===== config.mk =====
export PLATFORM = sky130hd
export DESIGN_NAME = mul_disp_ctrl
export DESIGN_NICKNAME = d
export VERILOG_FILES = /design/src/rtl/seg_ctrl_pkg.sv /design/src/rtl/bin2bcd_seq.sv /design/src/rtl/mul_disp_ctrl.sv
export SDC_FILE = /design/constraint.sdc
export NUM_CORES = 1
export LEC_CHECK = 0
export ABC_AREA = 1
export CAP_MARGIN = 5
export CORE_MARGIN = 1
export CORE_UTILIZATION = 30
export DETAILED_ROUTE_END_ITERATION = 8
export PLACE_DENSITY = 0.56
export SYNTH_ARGS = -nofsm -noshare
export SYNTH_HDL_FRONTEND = slang
export SYNTH_SLANG_ARGS = --single-unit

===== constraint.sdc =====
create_clock -name clk -period 1.6 [get_ports clk]
set_input_delay 0.24 -clock clk [delete_from_list [all_inputs] [get_ports clk]]
set_output_delay 0.24 -clock clk [all_outputs]
set_load 0.01 [all_outputs]

===== src/rtl/seg_ctrl_pkg.sv =====
// Shared types and constants for the multiplier display controller.
// Latency: n/a (types, constants and a combinational helper only).
// Backpressure: n/a.
package seg_ctrl_pkg;

    typedef enum logic [1:0] {
        IDLE   = 2'd0,
        CONV   = 2'd1,
        COMMIT = 2'd2
    } state_e;

    // Converter job order inside CONV.
    localparam logic [1:0] JOB_P = 2'd0;
    localparam logic [1:0] JOB_A = 2'd1;
    localparam logic [1:0] JOB_B = 2'd2;

    // One shift per binary input bit.
    localparam int SHIFT_CNT    = 8;
    localparam int SCAN_DIV_DEF = 100000;

    // Double-dabble digit correction: add 3 to any BCD digit >= 5 before the shift.
    function automatic logic [3:0] dd_adj(input logic [3:0] d);
        return (d >= 4'd5) ? d + 4'd3 : d;
    endfunction

endpackage


===== src/rtl/bin2bcd_seq.sv =====
// Sequential 8-bit binary to 3-digit BCD converter (double dabble).
// Latency: load edge + 8 shift edges; valid is high the cycle after the 8th shift.
// Backpressure: none; a new load restarts the conversion immediately.
// Ports: clk, reset (sync, active high), load, bin[7:0] in; bcd[11:0], valid out.
module bin2bcd_seq
    import seg_ctrl_pkg::*;
(
    input  logic        clk,
    input  logic        reset,
    input  logic        load,
    input  logic [7:0]  bin,
    output logic [11:0] bcd,
    output logic        valid
);

    logic [7:0]  sh_q;
    logic [11:0] bcd_q;
    logic [3:0]  cnt_q;
    logic        valid_q;
    logic [3:0]  adj_t;
    logic [3:0]  adj_o;

    // The hundreds digit never exceeds 2 for an 8-bit input, so it needs no correction.
    assign adj_t = dd_adj(bcd_q[7:4]);
    assign adj_o = dd_adj(bcd_q[3:0]);

    always_ff @(posedge clk) begin
        if (reset) begin
            sh_q    <= 8'd0;
            bcd_q   <= 12'd0;
            cnt_q   <= 4'd0;
            valid_q <= 1'b0;
        end else if (load) begin
            sh_q    <= bin;
            bcd_q   <= 12'd0;
            cnt_q   <= 4'(SHIFT_CNT);
            valid_q <= 1'b0;
        end else if (cnt_q != 4'd0) begin
            sh_q    <= {sh_q[6:0], 1'b0};
            bcd_q   <= {bcd_q[10:8], adj_t, adj_o, sh_q[7]};
            cnt_q   <= cnt_q - 4'd1;
            valid_q <= (cnt_q == 4'd1);
        end else begin
            valid_q <= 1'b0;
        end
    end

    assign bcd   = bcd_q;
    assign valid = valid_q;

endmodule


===== src/rtl/mul_disp_ctrl.sv =====
// Captures a, b, p on start, converts all three to BCD with one shared converter and
// commits them to an 8-digit display in a single edge; also generates the scan pulse.
// Latency: start at edge 0 -> done and new digits after edge 28; start ignored while busy.
// Ports: clk, reset, start, a[3:0], b[3:0], p[7:0] in; busy, done, D0..D7[3:0], blank[7:0],
//        scan_en out. Optional leading-zero blanking: define SEG_LZB_EN.
module mul_disp_ctrl
    import seg_ctrl_pkg::*;
#(
    parameter int SCAN_DIV = SCAN_DIV_DEF
)
(
    input  logic       clk,
    input  logic       reset,
    input  logic       start,
    input  logic [3:0] a,
    input  logic [3:0] b,
    input  logic [7:0] p,
    output logic       busy,
    output logic       done,
    output logic [3:0] D0,
    output logic [3:0] D1,
    output logic [3:0] D2,
    output logic [3:0] D3,
    output logic [3:0] D4,
    output logic [3:0] D5,
    output logic [3:0] D6,
    output logic [3:0] D7,
    output logic [7:0] blank,
    output logic       scan_en
);

    localparam int CW = $clog2(SCAN_DIV);

    state_e          state_q;
    logic [1:0]      job_q;
    logic [3:0]      cyc_q;
    logic [3:0]      a_q;
    logic [3:0]      b_q;
    logic [7:0]      p_q;
    logic [11:0]     res_p_q;
    logic [7:0]      res_a_q;
    logic            busy_q;
    logic            done_q;
    logic [7:0][3:0] disp_q;

    logic            conv_load;
    logic [7:0]      conv_bin;
    logic [11:0]     conv_bcd;
    logic            conv_vld;

    // Cycle 0 of every job loads the converter; cycles 1..8 are its shifts.
    assign conv_load = (state_q == CONV) && (cyc_q == 4'd0);

    always_comb begin
        conv_bin = p_q;
        case (job_q)
            JOB_A:   conv_bin = {4'b0, a_q};
            JOB_B:   conv_bin = {4'b0, b_q};
            default: conv_bin = p_q;
        endcase
    end

    bin2bcd_seq u_conv (
        .clk   (clk),
        .reset (reset),
        .load  (conv_load),
        .bin   (conv_bin),
        .bcd   (conv_bcd),
        .valid (conv_vld)
    );

    always_ff @(posedge clk) begin
        if (reset) begin
            state_q <= IDLE;
            job_q   <= JOB_P;
            cyc_q   <= 4'd0;
            a_q     <= 4'd0;
            b_q     <= 4'd0;
            p_q     <= 8'd0;
            res_p_q <= 12'd0;
            res_a_q <= 8'd0;
            busy_q  <= 1'b0;
            done_q  <= 1'b0;
            disp_q  <= '0;
        end else begin
            done_q <= 1'b0;
            case (state_q)
                IDLE: begin
                    if (start) begin
                        a_q     <= a;
                        b_q     <= b;
                        p_q     <= p;
                        job_q   <= JOB_P;
                        cyc_q   <= 4'd0;
                        busy_q  <= 1'b1;
                        state_q <= CONV;
                    end
                end
                CONV: begin
                    // The previous job's result is valid during the next job's load cycle.
                    if (conv_vld && job_q == JOB_A) begin
                        res_p_q <= conv_bcd;
                    end
                    if (conv_vld && job_q == JOB_B) begin
                        res_a_q <= conv_bcd[7:0];
                    end
                    if (cyc_q == 4'(SHIFT_CNT)) begin
                        cyc_q <= 4'd0;
                        if (job_q == JOB_B) begin
                            state_q <= COMMIT;
                        end else begin
                            job_q <= job_q + 2'd1;
                        end
                    end else begin
                        cyc_q <= cyc_q + 4'd1;
                    end
                end
                COMMIT: begin
                    // conv_bcd still holds the b result here (valid is high this cycle).
                    disp_q[0] <= res_p_q[3:0];
                    disp_q[1] <= res_p_q[7:4];
                    disp_q[2] <= res_p_q[11:8];
                    disp_q[3] <= 4'd0;
                    disp_q[4] <= conv_bcd[3:0];
                    disp_q[5] <= conv_bcd[7:4];
                    disp_q[6] <= res_a_q[3:0];
                    disp_q[7] <= res_a_q[7:4];
                    done_q    <= 1'b1;
                    busy_q    <= 1'b0;
                    state_q   <= IDLE;
                end
                default: begin
                    state_q <= IDLE;
                    busy_q  <= 1'b0;
                end
            endcase
        end
    end

`ifdef SEG_LZB_EN
    logic [7:0] blank_q;

    always_ff @(posedge clk) begin
        if (reset) begin
            blank_q <= 8'h00;
        end else if (state_q == COMMIT) begin
            blank_q[0] <= 1'b0;
            blank_q[1] <= (res_p_q[11:8] == 4'd0) && (res_p_q[7:4] == 4'd0);
            blank_q[2] <= (res_p_q[11:8] == 4'd0);
            blank_q[3] <= 1'b1;
            blank_q[4] <= 1'b0;
            blank_q[5] <= (conv_bcd[7:4] == 4'd0);
            blank_q[6] <= 1'b0;
            blank_q[7] <= (res_a_q[7:4] == 4'd0);
        end
    end

    assign blank = blank_q;
`else
    assign blank = 8'h00;
`endif

    // Free-running scan divider, independent of the conversion FSM.
    logic [CW-1:0] scan_cnt_q;
    logic          scan_en_q;

    always_ff @(posedge clk) begin
        if (reset) begin
            scan_cnt_q <= '0;
            scan_en_q  <= 1'b0;
        end else begin
            scan_en_q <= (scan_cnt_q == CW'(SCAN_DIV - 1));
            if (scan_cnt_q == CW'(SCAN_DIV - 1)) begin
                scan_cnt_q <= '0;
            end else begin
                scan_cnt_q <= scan_cnt_q + 1'b1;
            end
        end
    end

    assign scan_en = scan_en_q;
    assign busy    = busy_q;
    assign done    = done_q;
    assign D0      = disp_q[0];
    assign D1      = disp_q[1];
    assign D2      = disp_q[2];
    assign D3      = disp_q[3];
    assign D4      = disp_q[4];
    assign D5      = disp_q[5];
    assign D6      = disp_q[6];
    assign D7      = disp_q[7];

endmodule


## Word level (Yosys, flattened, before mapping)

Cells that the tools add are included.

- Flip-flop bits (word level): 117

- Add/sub/neg operators: 6
- $lt $le $gt $ge: 2
- Eq/ne operators: 11
- Muxes and demuxes: 21
- Bitwise gates (word level): 2
- Reduce and logical (&&, ||, !) cells: 18

Operator list:

| kind | count |
|---|---|
| $mux 4 | 6 |
| $add 17x1->17 const B | 1 |
| $eq 17x17->1 const B | 1 |
| $mux 8 | 2 |
| $pmux 8 s2 | 1 |
| $mux 2 | 6 |
| $reduce_and 2->1 | 5 |
| $add 4x2->4 const B | 2 |
| $ge 4x3->1 const B | 2 |
| $pmux 2 s2 | 2 |
| $pmux 4 s2 | 1 |
| $add 4x1->4 const B | 1 |
| $eq 2x1->1 const B | 2 |
| $eq 2x2->1 const B | 2 |
| $eq 4x1->1 const B | 1 |
| $eq 4x4->1 const B | 1 |
| $logic_not 4->1 | 1 |
| $ne 2x1->1 const B | 2 |
| $ne 2x2->1 const B | 2 |
| $reduce_and 4->1 | 1 |
| $reduce_bool 2->1 | 2 |
| $reduce_bool 4->1 | 1 |
| $reduce_or 2->1 | 2 |
| $sub 4x1->4 const B | 1 |
| other kinds (8) | 12 |

## Logic depth before layout (Yosys ltp)

- Word-level depth: 4
- Gate-level depth with buffers: 11
- Depth with buffers taken out: 11

## By module

A second synthesis with hierarchy kept.

- Cells, all modules: 707
- Area, all modules: 5139.9 µm²

Modules (own cells, without submodules):

| module | instances | cells an instance | area an instance (µm²) |
|---|---|---|---|
| mul_disp_ctrl | 1 | 535 | 3875.0 |
| bin2bcd_seq | 1 | 172 | 1265.0 |

## Worst setup path after synthesis

No wires, ideal clock.

- Kind: reg2reg
- Start point: register u_conv.cnt_q[0]
- End point: register u_conv.bcd_q[6] (netlist: u_conv.bcd[6])
- Library setup time: 109 ps
- Arrival: 1336 ps
- Data required time: 1491 ps
- Slack: 155 ps
- Cell stages (with the launch flop): 10
- Buffers on the path: 1
- Cells stage by stage: dfxtp_1 inv_1 ha_1 nand2_1 nor2_2 inv_2 clkbuf_1 nand3_1 nand2_1 inv_1

- Cells in the longest elaborated chain, start to end: 1

Ends and longest elaborated chain:

| item | RTL line | text |
|---|---|---|
| from (decl) | bin2bcd_seq.sv:18 | `logic [3:0] cnt_q;` |
| from (signal assigned) | bin2bcd_seq.sv:36 | `cnt_q <= 4'(SHIFT_CNT);` |
| from (signal assigned) | bin2bcd_seq.sv:41 | `cnt_q <= cnt_q - 4'd1;` |
| $reduce_bool 4->1 | bin2bcd_seq.sv:38 | `end else if (cnt_q != 4'd0) begin` |
| to (signal assigned) | bin2bcd_seq.sv:40 | `bcd_q <= {bcd_q[10:8], adj_t, adj_o, sh_q[7]};` |
| to (decl) | bin2bcd_seq.sv:17 | `logic [11:0] bcd_q;` |

No other way between the ends.
A chain may end at the register's enable or synchronous reset.

## Worst setup path in the final report

- Start point: register disp_q (netlist bit D2[0])
- End point: output D2[0]

RTL lines:

| item | RTL line | text |
|---|---|---|
| from (decl) | mul_disp_ctrl.sv:44 | `logic [7:0][3:0] disp_q;` |
| to (decl) | mul_disp_ctrl.sv:22 | `output logic [3:0] D2,` |

No word-level cell between the ends.

==> flow_summary.toml <==
[cts]
cts_buffer_depth = 2
cts-htree-levels = 4
cts_tree = "built"
post_cts_buffers = 0
cts.clk_slew.worst_paths_ns = 0.05
cts_buffers = 17
cts.sinks = 117
clock-root-buffer = "clkbuf_16"
clock_latency_ns = 0.42

[grt]
first_global_vias = 4138
gr-total-overflow = 0
antenna_found_initial = 0
grtUsageTotal = 0.138
grt_max_degree = 60
grt_pass1_wl_um = 19400

[critical_path]
cp-end-kind = "output pin"
crit_slowest_cell = "clkdlybuf4s50_1"
arrival_ns = 1.31
worst-setup-path-type = "reg2out"
crit_family = "buffers and inverters"
worstPathCellList = "clkdlybuf4s50_1"
critPathMaxFanout = 2
critPathLaunch = "D2[0]"
r2r.worst_path.cells = 7
crit_buf_inv = 1
max_stage_delay_ns = 0.55
rrSetupSlack_ns = 0.16
cp-start-kind = "flip-flop"
critical_path_required_ns = 1.36
reg2reg_from = "u_conv.cnt_q[0]"
reg2reg_to = "u_conv.cnt_q[1]"

[yosys]
ys_types = 31
yosys.cell_count.top_type = "nor2_1"
synth_area_leader_cell = "dfxtp_1"
synth_edf_count = 0
synth-warning-count = 0
avgSynthCellArea_sq_um = 7.38
synth_common_cells = "nor2_1, dfxtp_1, nand2_1"
ys_ff_latch = 117
synth_area_sq_um = 5150
yosys_most_used_dff = "dfxtp_1"
syn_inst = 697
synthTopCellsByArea = "dfxtp_1, nor2_1, nand2_1"
ys_async_sr_fraction = 0
ys_seq_area_frac = 0.455
synth_top_cell_area_share = 0.455

[layout]
area_delta_synth_final_pct = 27.9
finalInstanceArea_sq_um = 6580
num_antenna_cells = 0
fin_util = 0.395
drive_above_1_share = 0.108
final_nets = 791
layoutNonFillerInstCount = 992

[timing]
max_freq_mhz = 646
fin_crit_sh = 0.967
min_period_ns = 1.55
maxSlewViolCount = 0
setup_ws_ns = 0.0520
setup_viol = 0
finalHoldViolations = 0
fin_skew_ns = 0.00922
tns_ns = 0

[detailed_routing]
via_per_inst = 4.46
detail_route.wl_per_cell_um = 11.5
drc = 0
routed_wl_um = 11400
drtIter0Drc = 247
antenna_left = 0
num_vias = 4426
dr.pass1.iters = 4

[floorplanning]
ios = 62
core-area_sq_um = 16600
initial_core_util = 0.309
fp.dieH_um = 133
rows = 47
die_x_um = 133
dieArea_sq_um = 17700

[placement]
detailed_place_hpwl_um = 7930
dpl-instance-area_sq_um = 5950
place_congestion = 0.783
post-place-ws_ns = 0.0600
numPortBuffers = 49
dp.cells = 961

[worst_hold_path]
min-delay-start = "p_q[3]"
min_path_cells = 2
hold_path.class = "reg2reg"
hold_end = "p_q[3]"

[job]
maxCapViolCount = 0

[power_and_ir_drop]
max-vdd-ir-drop_mv = 0.793
p_per_area_nw_per_um2 = 1380
p_leak_nw = 2.76

[outcome]
status = "completed"
-- stage by stage --
stage | hold slack [ns] | power [W]
6_report | 0.464 | 0.00908
5_1_grt | 0.472 | 0.00961
4_1_cts | 0.455 | 0.00909
3_5_place_dp | 0.456 | 0.00520
3_3_place_gp | 0.443 | 0.00519
2_1_floorplan | 0.404 | 0.00468
-- cell families after synthesis --
| kind of cell | count (synthesis) | share of synthesized area |
|---|---|---|
| AND/OR/NAND/NOR | 310 | 0.259 |
| AO/OA/AOI/OAI | 134 | 0.139 |
| other | 1 | 0.000729 |
| flip-flops | 117 | 0.455 |
| XOR/XNOR | 10 | 0.0170 |
| buffers and inverters | 113 | 0.0999 |
| adder cells (fa/ha/maj) | 12 | 0.0292 |
-- layout by cell type (no fill, tap or decap), types with 3 or more instances in the layout --
master	netlist	routed
nor2_1	138	137
dfxtp_1	117	117
nand2_1	107	106
o21ai_0	72	69
inv_1	69	68
clkdlybuf4s50_1	0	48
a21oi_1	39	39
nand3_1	36	36
clkbuf_16	0	17
buf_4	13	17
o21ai_1	11	14
nand4_1	14	14
ha_1	12	12
conb_1	1	12
a21oi_2	10	10
xor2_1	9	9
inv_2	5	5
buf_12	0	5
clkinv_2	0	4
nor2_4	1	3
nand2_2	2	3
clkbuf_8	0	3
bufinv_16	0	3
-- registers in the layout, indices dropped and copies added (netlist names), 2 cells and up --
signal and count:
p_q 8, state_q 2, b_q 4, res_a_q 8, res_p_q 12, u_conv.bcd 12
a_q 4, job_q 2, u_conv.sh_q 8, D7 4, D1 4, D6 4
D0 4, D2 4, cyc_q 4, scan_cnt_q 17, D4 4, D5 4
u_conv.cnt_q 4
-- how the worst max path moves through the flow --
stage                                end  cells after the start
after floorplan            u_conv.bcd[6]                      9
after global placement    scan_cnt_q[16]                      8
after detailed placement  scan_cnt_q[16]                      8
after CTS                          D2[1]                      1
after global routing      scan_cnt_q[16]                      9
final                              D2[0]                      1
-- metal layers --
layer / up-vias / global-route usage / share of wire
met2: 80 / 0.222 / 0.47
met1: 2006 / 0.170 / 0.48
li1: 2328 / - / -
met5: - / 0 / 0
met4: 0 / 0.0683 / 0.016
met3: 12 / 0.0379 / 0.036
-- report_power, final --
group / switching (W) / leakage (nW) / total (W) / internal (W)
sequential: 0.000174 / 0.950 / 0.00333 / 0.00316
combinational: 0.00116 / 1.51 / 0.00189 / 0.000731
clock: 0.00130 / 0.296 / 0.00386 / 0.00255
-- final cells by class --
| type | instances | area, sq um |
|---|---|---|
| clock buffer | 22 | 474 |
| clock inverter | 9 | 126 |
| fill | 1688 | 10100 |
| inverter | 74 | 280 |
| timing repair buffer | 72 | 736 |
| multi-input combinational | 478 | 2350 |
| sequential | 117 | 2340 |
| tap | 220 | 275 |
-- repair_timing --
action | CTS | global route
hold buffers | 0 | 0
setup endpoints to repair | 0 | 24
gates resized for setup | 0 | 12
(Power assumes the default switching activity.)
